--- src/rtl/pipe_credit_fifo_pkg.sv ---
// Shared sizing helpers for the credit FIFO: pointer/count widths, stall threshold
// and parameter-legality tests, all evaluated at elaboration time.
package pipe_credit_fifo_pkg;

    localparam int DEF_WIDTH        = 64;
    localparam int DEF_DEPTH        = 16;
    localparam int DEF_AFULL_MARGIN = 4;

    function automatic int ptr_width(input int depth);
        return $clog2(depth);
    endfunction

    // One extra bit so that a completely full buffer (count == depth) is representable.
    function automatic int cnt_width(input int depth);
        return $clog2(depth) + 1;
    endfunction

    function automatic int stall_thresh(input int depth, input int margin);
        return depth - margin;
    endfunction

    function automatic bit is_pow2(input int v);
        return (v > 0) && ((v & (v - 1)) == 0);
    endfunction

    function automatic bit margin_ok(input int depth, input int margin);
        return (margin >= 1) && (margin < depth);
    endfunction

    localparam int PTR_W        = ptr_width(DEF_DEPTH);
    localparam int CNT_W        = cnt_width(DEF_DEPTH);
    localparam int STALL_THRESH = stall_thresh(DEF_DEPTH, DEF_AFULL_MARGIN);

endpackage

--- src/rtl/pipe_credit_fifo.sv ---
// Elastic FWFT buffer behind a no-backpressure pipe: valid-only input, valid/ready
// output, early stall flag sized for upstream in-flight words, sticky loss flag.
module pipe_credit_fifo
    import pipe_credit_fifo_pkg::*;
#(
    parameter int WIDTH        = DEF_WIDTH,
    parameter int DEPTH        = DEF_DEPTH,
    parameter int AFULL_MARGIN = DEF_AFULL_MARGIN
) (
    input  logic                     clk,
    input  logic                     rst,
    input  logic                     valid_i,
    input  logic [WIDTH-1:0]         data_i,
    output logic                     stall_o,
    output logic                     valid_o,
    output logic [WIDTH-1:0]         data_o,
    input  logic                     ready_i,
    output logic [$clog2(DEPTH):0]   count_o,
    output logic                     overflow_o
);

    localparam int PTR_W = ptr_width(DEPTH);
    localparam int CNT_W = cnt_width(DEPTH);
    localparam logic [CNT_W-1:0] FULL_CNT  = CNT_W'(DEPTH);
    localparam logic [CNT_W-1:0] STALL_CNT = CNT_W'(stall_thresh(DEPTH, AFULL_MARGIN));

    generate
        if (!is_pow2(DEPTH) || DEPTH < 4) begin : g_bad_depth
            $error("pipe_credit_fifo: DEPTH must be a power of two and at least 4");
        end
        if (!margin_ok(DEPTH, AFULL_MARGIN)) begin : g_bad_margin
            $error("pipe_credit_fifo: AFULL_MARGIN must satisfy 1 <= AFULL_MARGIN < DEPTH");
        end
    endgenerate

    logic [WIDTH-1:0] mem [DEPTH];
    logic [PTR_W-1:0] wr_ptr_reg;
    logic [PTR_W-1:0] rd_ptr_reg;
    logic [CNT_W-1:0] count_reg;
    logic [CNT_W-1:0] count_next;
    logic             overflow_reg;

    logic push;
    logic pop;
    logic full;
    logic wr_en;
    logic drop;

    // A pop in the same cycle frees the slot, so a push at full is still accepted.
    always_comb begin
        push       = valid_i;
        pop        = valid_o & ready_i;
        full       = (count_reg == FULL_CNT);
        wr_en      = push & (~full | pop);
        drop       = push & full & ~pop;
        count_next = count_reg;
        if (wr_en && !pop) begin
            count_next = count_reg + CNT_W'(1);
        end else if (pop && !wr_en) begin
            count_next = count_reg - CNT_W'(1);
        end
    end

    always_ff @(posedge clk or posedge rst) begin
        if (rst) begin
            wr_ptr_reg   <= '0;
            rd_ptr_reg   <= '0;
            count_reg    <= '0;
            overflow_reg <= 1'b0;
        end else begin
            count_reg <= count_next;
            if (wr_en) begin
                wr_ptr_reg <= wr_ptr_reg + PTR_W'(1);
            end
            if (pop) begin
                rd_ptr_reg <= rd_ptr_reg + PTR_W'(1);
            end
            if (drop) begin
                overflow_reg <= 1'b1;
            end
        end
    end

    // Storage carries no reset so it can map onto distributed RAM.
    always_ff @(posedge clk) begin
        if (wr_en) begin
            mem[wr_ptr_reg] <= data_i;
        end
    end

    assign data_o     = mem[rd_ptr_reg];
    assign valid_o    = (count_reg != '0);
    assign stall_o    = (count_reg >= STALL_CNT);
    assign count_o    = count_reg;
    assign overflow_o = overflow_reg;

endmodule

--- config.mk ---
export PLATFORM = sky130hd
export DESIGN_NAME = pipe_credit_fifo
export DESIGN_NICKNAME = d
export VERILOG_FILES = /design/src/rtl/pipe_credit_fifo_pkg.sv /design/src/rtl/pipe_credit_fifo.sv
export SDC_FILE = /design/constraint.sdc
export NUM_CORES = 1
export LEC_CHECK = 0
export CAP_MARGIN = 30
export CORE_UTILIZATION = 60
export CTS_CLUSTER_DIAMETER = 60
export CTS_CLUSTER_SIZE = 16
export DETAILED_ROUTE_END_ITERATION = 6
export MAX_ROUTING_LAYER = met4
export PLACE_DENSITY = 0.78
export SYNTH_ARGS = -nofsm -noshare
export SYNTH_HDL_FRONTEND = slang
export SYNTH_SLANG_ARGS = --single-unit
--- constraint.sdc ---
create_clock -name clk -period 12.8 [get_ports clk]
set_clock_uncertainty 0.2 [all_clocks]
set_input_delay 3.84 -clock clk [delete_from_list [all_inputs] [get_ports clk]]
set_output_delay 3.84 -clock clk [all_outputs]
set_load 0.02 [all_outputs]
### After elaboration in Yosys (flattened, before gate mapping)

Memory sizes are Yosys's and may differ from the RTL's.
Index checks and enable logic that the tools add are counted.

* input port bits: 68
* RAM bits: 1024
* memory bits (read-only): 0
* register bits: 14
* latch bits: 0
* memories kept: 1
* logic and storage cells: 28
* output and inout bits: 72

* equal/unequal tests: 1
* $mul: 0
* shift operators: 0
* bitwise operators: 7
* magnitude comparators: 1
* add/sub/neg operators: 4
* multiplexer cells: 4
* reduce and logical (&&, ||, !) cells: 6
* div/mod/pow operators: 0

Memory list
* mem: words 16, bits a word 64, read ports 1, clocked after memory_dff 0, write ports 1, RTL line pipe_credit_fifo.sv:36 `logic [WIDTH-1:0] mem [DEPTH];`

Operators by type and width (number)
* 5-bit 2-to-1 mux: 2
* 4-bit by 1-bit adder with 4-bit output, second input constant: 2
* 5-bit by 1-bit adder with 5-bit output, second input constant: 1
* 5-bit == test, second input constant: 1
* 5-bit by 4-bit >= comparator with 1-bit output, second input constant: 1
* 5-bit nonzero test: 1
* 5-bit by 1-bit subtractor with 5-bit output, second input constant: 1
* 1-bit AND: 4
* 1-bit logical AND: 2
* 1-bit zero test: 2
* 1-bit 2-to-1 mux: 2
* 1-bit inverter: 2
* 2-bit nonzero test: 1
* 1-bit OR: 1

### Logic depth before layout (Yosys ltp)

* depth in word-level cells: 8
* mapped depth: 11
* mapped depth without buffers: 11

### Least setup slack after synthesis

OpenSTA, ideal clock, no wires.

* kind: input port to flip-flop
* start point: in ready_i
* end point: mem mem[0][0] in the netlist's numbering (enable)
* arrival: 8.602 ns
* stages on the path: 5
* slack: 3.433 ns
* buffers on the path: 1
* path through: nor3_2 > nor2b_1 > buf_6 > nand2_1 > nor3_1

* cells in the longest elaborated chain, start to end: 5

Ends and longest elaborated chain
* start: declaration: RTL line pipe_credit_fifo.sv:17 `input logic ready_i,`
* 1-bit AND: RTL line pipe_credit_fifo.sv:52 `pop = valid_o & ready_i;`
* 1-bit OR: RTL line pipe_credit_fifo.sv:54 `wr_en = push & (~full | pop);`
* 1-bit AND: RTL line pipe_credit_fifo.sv:54
* via wr_en: RTL line pipe_credit_fifo.sv:46 `logic wr_en;`
* 1-bit 2-to-1 mux: RTL line pipe_credit_fifo.sv:86 `if (wr_en) begin`
* 1-bit 2-to-1 mux (implied by the code): RTL line pipe_credit_fifo.sv:87 `mem[wr_ptr_reg] <= data_i;`
* end: declaration: RTL line pipe_credit_fifo.sv:36

The timed path passes the listed nets, and every way through them passes these cells.

### Worst setup path after layout

* start point: reg rd_ptr_reg[2]
* end point: out data_o[6]

* cells in the longest elaborated chain, start to end: 1

Ends and longest elaborated chain
* start: declaration: RTL line pipe_credit_fifo.sv:38 `logic [PTR_W-1:0] rd_ptr_reg;`
* start signal: assignment: RTL line pipe_credit_fifo.sv:76 `rd_ptr_reg <= rd_ptr_reg + PTR_W'(1);`
* memory read 16 x 64 bit
* end: declaration: RTL line pipe_credit_fifo.sv:16 `output logic [WIDTH-1:0] data_o,`

No other way between the ends.

==> impl_metrics.json <==
{
  "worstPathMaxFanout": 71,
  "path_clk_slew_ns": 0.07,
  "r2r_slack_ns": 8.83,
  "grt_pass1_wl_mm": 128,
  "post-dp-hpwl_mm": 43.9,
  "drive_above_1_share_pct": 15.3,
  "cellPowerDensity_mw_per_mm2": 222,
  "slowest_stage": "buf_4",
  "rows": 94,
  "yosysUniqueCellTypes": 36,
  "cts_root_buf": "clkbuf_16",
  "crit_buf_inv": 2,
  "cp-end-kind": "output pin",
  "top_register": "mem",
  "globalplace.congestion": 0.781,
  "tightestPinTransition_ns": 1.15,
  "crit_chain": "and2_4, buf_4, a221oi_1, o21ai_0, nand2_1, clkdlybuf4s50_1",
  "largest_reg_flops": 1024,
  "initial_core_util_pct": 60.8,
  "grt_usage_pct": 26.8,
  "cts_setup_buffers": 0,
  "maxCapViolations": 0,
  "fin_setup_tns_ns": 0,
  "core-area_mm2": 0.0660,
  "vias": 19900,
  "status": "complete, but fails checks",
  "hold_viol": 0,
  "crit_family": "buffers and inverters",
  "grt_max_degree": 146,
  "slew_headroom_pct": 23.3,
  "pre_cts_ws_ns": 4.95,
  "multi_input_area_mm2": 0.00841,
  "totalWireLength_mm": 86.3,
  "irDropWorstVdd_mv": 0.174,
  "portBuffers": 139,
  "finalCritPeriodShare_pct": 66.7,
  "ant_nets": 0,
  "arrival_ns": 4.50,
  "postLayoutSetupSlackWorst_ns": 4.26,
  "first_pass_iters": 7,
  "ys_ff_latch": 1038,
  "critPathKind": "flip-flop to output pin",
  "ys_warn_count": 0,
  "rsz0062_at_grt": "no",
  "cp.required_ns": 8.76,
  "dieArea_mm2": 0.0679,
  "hold_buffers": 0,
  "regArea_mm2": 0.0311,
  "grt_antenna_before_repair": 5,
  "ctsResizeCount": 0,
  "cts_tree": "yes",
  "die_w_um": 261,
  "fp.dieH_um": 261,
  "grt_pass1_vias": 20400,
  "grt_overflow": 0,
  "fin_nets": 2227,
  "slew_viol_final": 0,
  "drt_iter0_markers": 2263,
  "syn_inst": 2001,
  "cts.sinks": 1038,
  "fmax_mhz": 117,
  "setup_viol": 0,
  "cts.path.max_buffers": 3,
  "synth_area_mm2": 0.0401,
  "cts_inserted_buffers": 76,
  "ios": 140,
  "critPathMaxStageDelay_ns": 0.88,
  "ys_seq_area_share_pct": 77.6,
  "wl_per_cell_um": 28.4,
  "clock_latency_ns": 0.62,
  "syn_nets": 2080,
  "worstSetupStartpointType": "flip-flop",
  "fin_crit_ns": 8.54,
  "avgSynthCellArea_um2": 20.0,
  "failed_checks": "design-rule violations",
  "p_leak_nw": 14.4,
  "area_growth_pct": 11.3,
  "fillers": 4052,
  "h-tree-depth": 3,
  "vias_per_cell": 6.54,
  "hold_path_class": "flip-flop to flip-flop",
  "drc": 32
}
## cell usage after synthesis, drive strengths merged
| cell type | instances | area (um^2) |
|---|---|---|
| mux4 | 128 | 2880 |
| nand2b | 4 | 32.5 |
| a21o | 2 | 15.0 |
| a221oi | 64 | 561 |
| o21ai | 131 | 656 |
| clkbuf | 49 | 184 |
| or4 | 1 | 7.51 |
| inv | 9 | 33.8 |
| xnor2 | 9 | 78.8 |
| nand2 | 79 | 304 |
| nor3 | 5 | 30.0 |
| nor2 | 14 | 52.6 |
| mux2i | 194 | 1940 |
| and2 | 2 | 15.0 |
| dfrtp | 14 | 350 |
| nand3 | 2 | 10.0 |
| a21oi | 66 | 330 |
| edfxtp | 1024 | 30700 |
| buf | 61 | 488 |
| xor2 | 1 | 8.76 |
| ha | 10 | 125 |
| fa | 1 | 20.0 |
| a22oi | 64 | 480 |
| nand4 | 1 | 6.26 |
| mux2 | 64 | 721 |
| nor2b | 2 | 12.5 |
## metrics by stage
stage | utilization, % | cells | instance area (um^2) | hold WS, ns | total power, mW
floorplan | - | 2001 | 40100 | 0.365 | 6.57
CTS | 67.5 | 3034 | 44500 | 0.264 | 9.94
detailed placement | 64.3 | 2931 | 42400 | 0.249 | 7.78
global route | 67.6 | 3042 | 44600 | 0.292 | 10.3
finish | 67.6 | 3043 | 44600 | 0.259 | 9.90
global placement | 64.1 | 2926 | 42300 | 0.245 | 7.68
## power by group
| part | total [mW] | internal (mW) | switching, mW |
|---|---|---|---|
| sequential | 4.29 | 4.09 | 0.195 |
| combinational | 3.43 | 1.43 | 2.00 |
| clock | 2.18 | 1.11 | 1.07 |
| total | 9.90 | 6.63 | 3.26 |
## placed cells by master (no fill, tap or decap), types with 12 or more instances in the layout
| master | netlist | layout |
|---|---|---|
| o21ai_0 | 119 | 119 |
| clkbuf_1 | 49 | 18 |
| buf_4 | 13 | 29 |
| a221oi_1 | 64 | 64 |
| nand2_1 | 78 | 78 |
| edfxtp_1 | 1024 | 1024 |
| clkbuf_16 | 0 | 77 |
| mux2_2 | 52 | 52 |
| nor2_4 | 0 | 12 |
| o21ai_1 | 12 | 12 |
| mux2i_1 | 194 | 194 |
| a21oi_1 | 66 | 66 |
| mux2_1 | 12 | 12 |
| clkdlybuf4s50_1 | 0 | 139 |
| mux4_2 | 128 | 128 |
| a22oi_1 | 64 | 64 |
## final cells by class
cell class,instances,area share (%)
Inverter,9,0.0757
Clock inverter,8,0.199
Antenna cell,6,0.0337
Sequential cell,1038,69.7
Multi-Input combinational cell,844,18.9
Clock buffer,95,4.47
Timing Repair Buffer,179,4.20
Tap cell,864,2.42
## metal layers
layer / global-route usage, % / share of wire [%] / wire length (um) / up-vias
met5: - / 0 / 0 / -
met4: 8.95 / 2.7 / 2300 / 0
met3: 3.63 / 7.3 / 6260 / 152
met2: 43.6 / 51 / 43600 / 861
met1: 35.2 / 40 / 34100 / 10400
li1: - / - / - / 8492
## cell families after synthesis
| group | share of synthesized area, % |
|---|---|
| AOI/OAI and AO/OA | 5.09 |
| xor gates and xnor gates | 0.218 |
| adders and majority gates | 0.362 |
| buffers and inverters | 1.76 |
| DFF | 77.6 |
| muxes | 13.8 |
| and+or+nand+nor | 1.17 |
## worst paths after layout
check,start,cells after the start,to
setup / recovery,rd_ptr_reg[2]$_DFFE_PP0N_,6,data_o[6]
hold / removal,overflow_o$_DFFE_PP0P_,1,overflow_o$_DFFE_PP0P_
setup reg to reg,count_o[2]$_DFFE_PP0P_,6,mem[4][37]$_DFFE_PP_
hold reg to reg,overflow_o$_DFFE_PP0P_,1,overflow_o$_DFFE_PP0P_
max in group asynchronous,rst,2,rd_ptr_reg[3]$_DFFE_PP0N_
min in group asynchronous,rst,2,count_o[1]$_DFFE_PP0P_
Note: power is estimated with default switching activity, not from simulation.
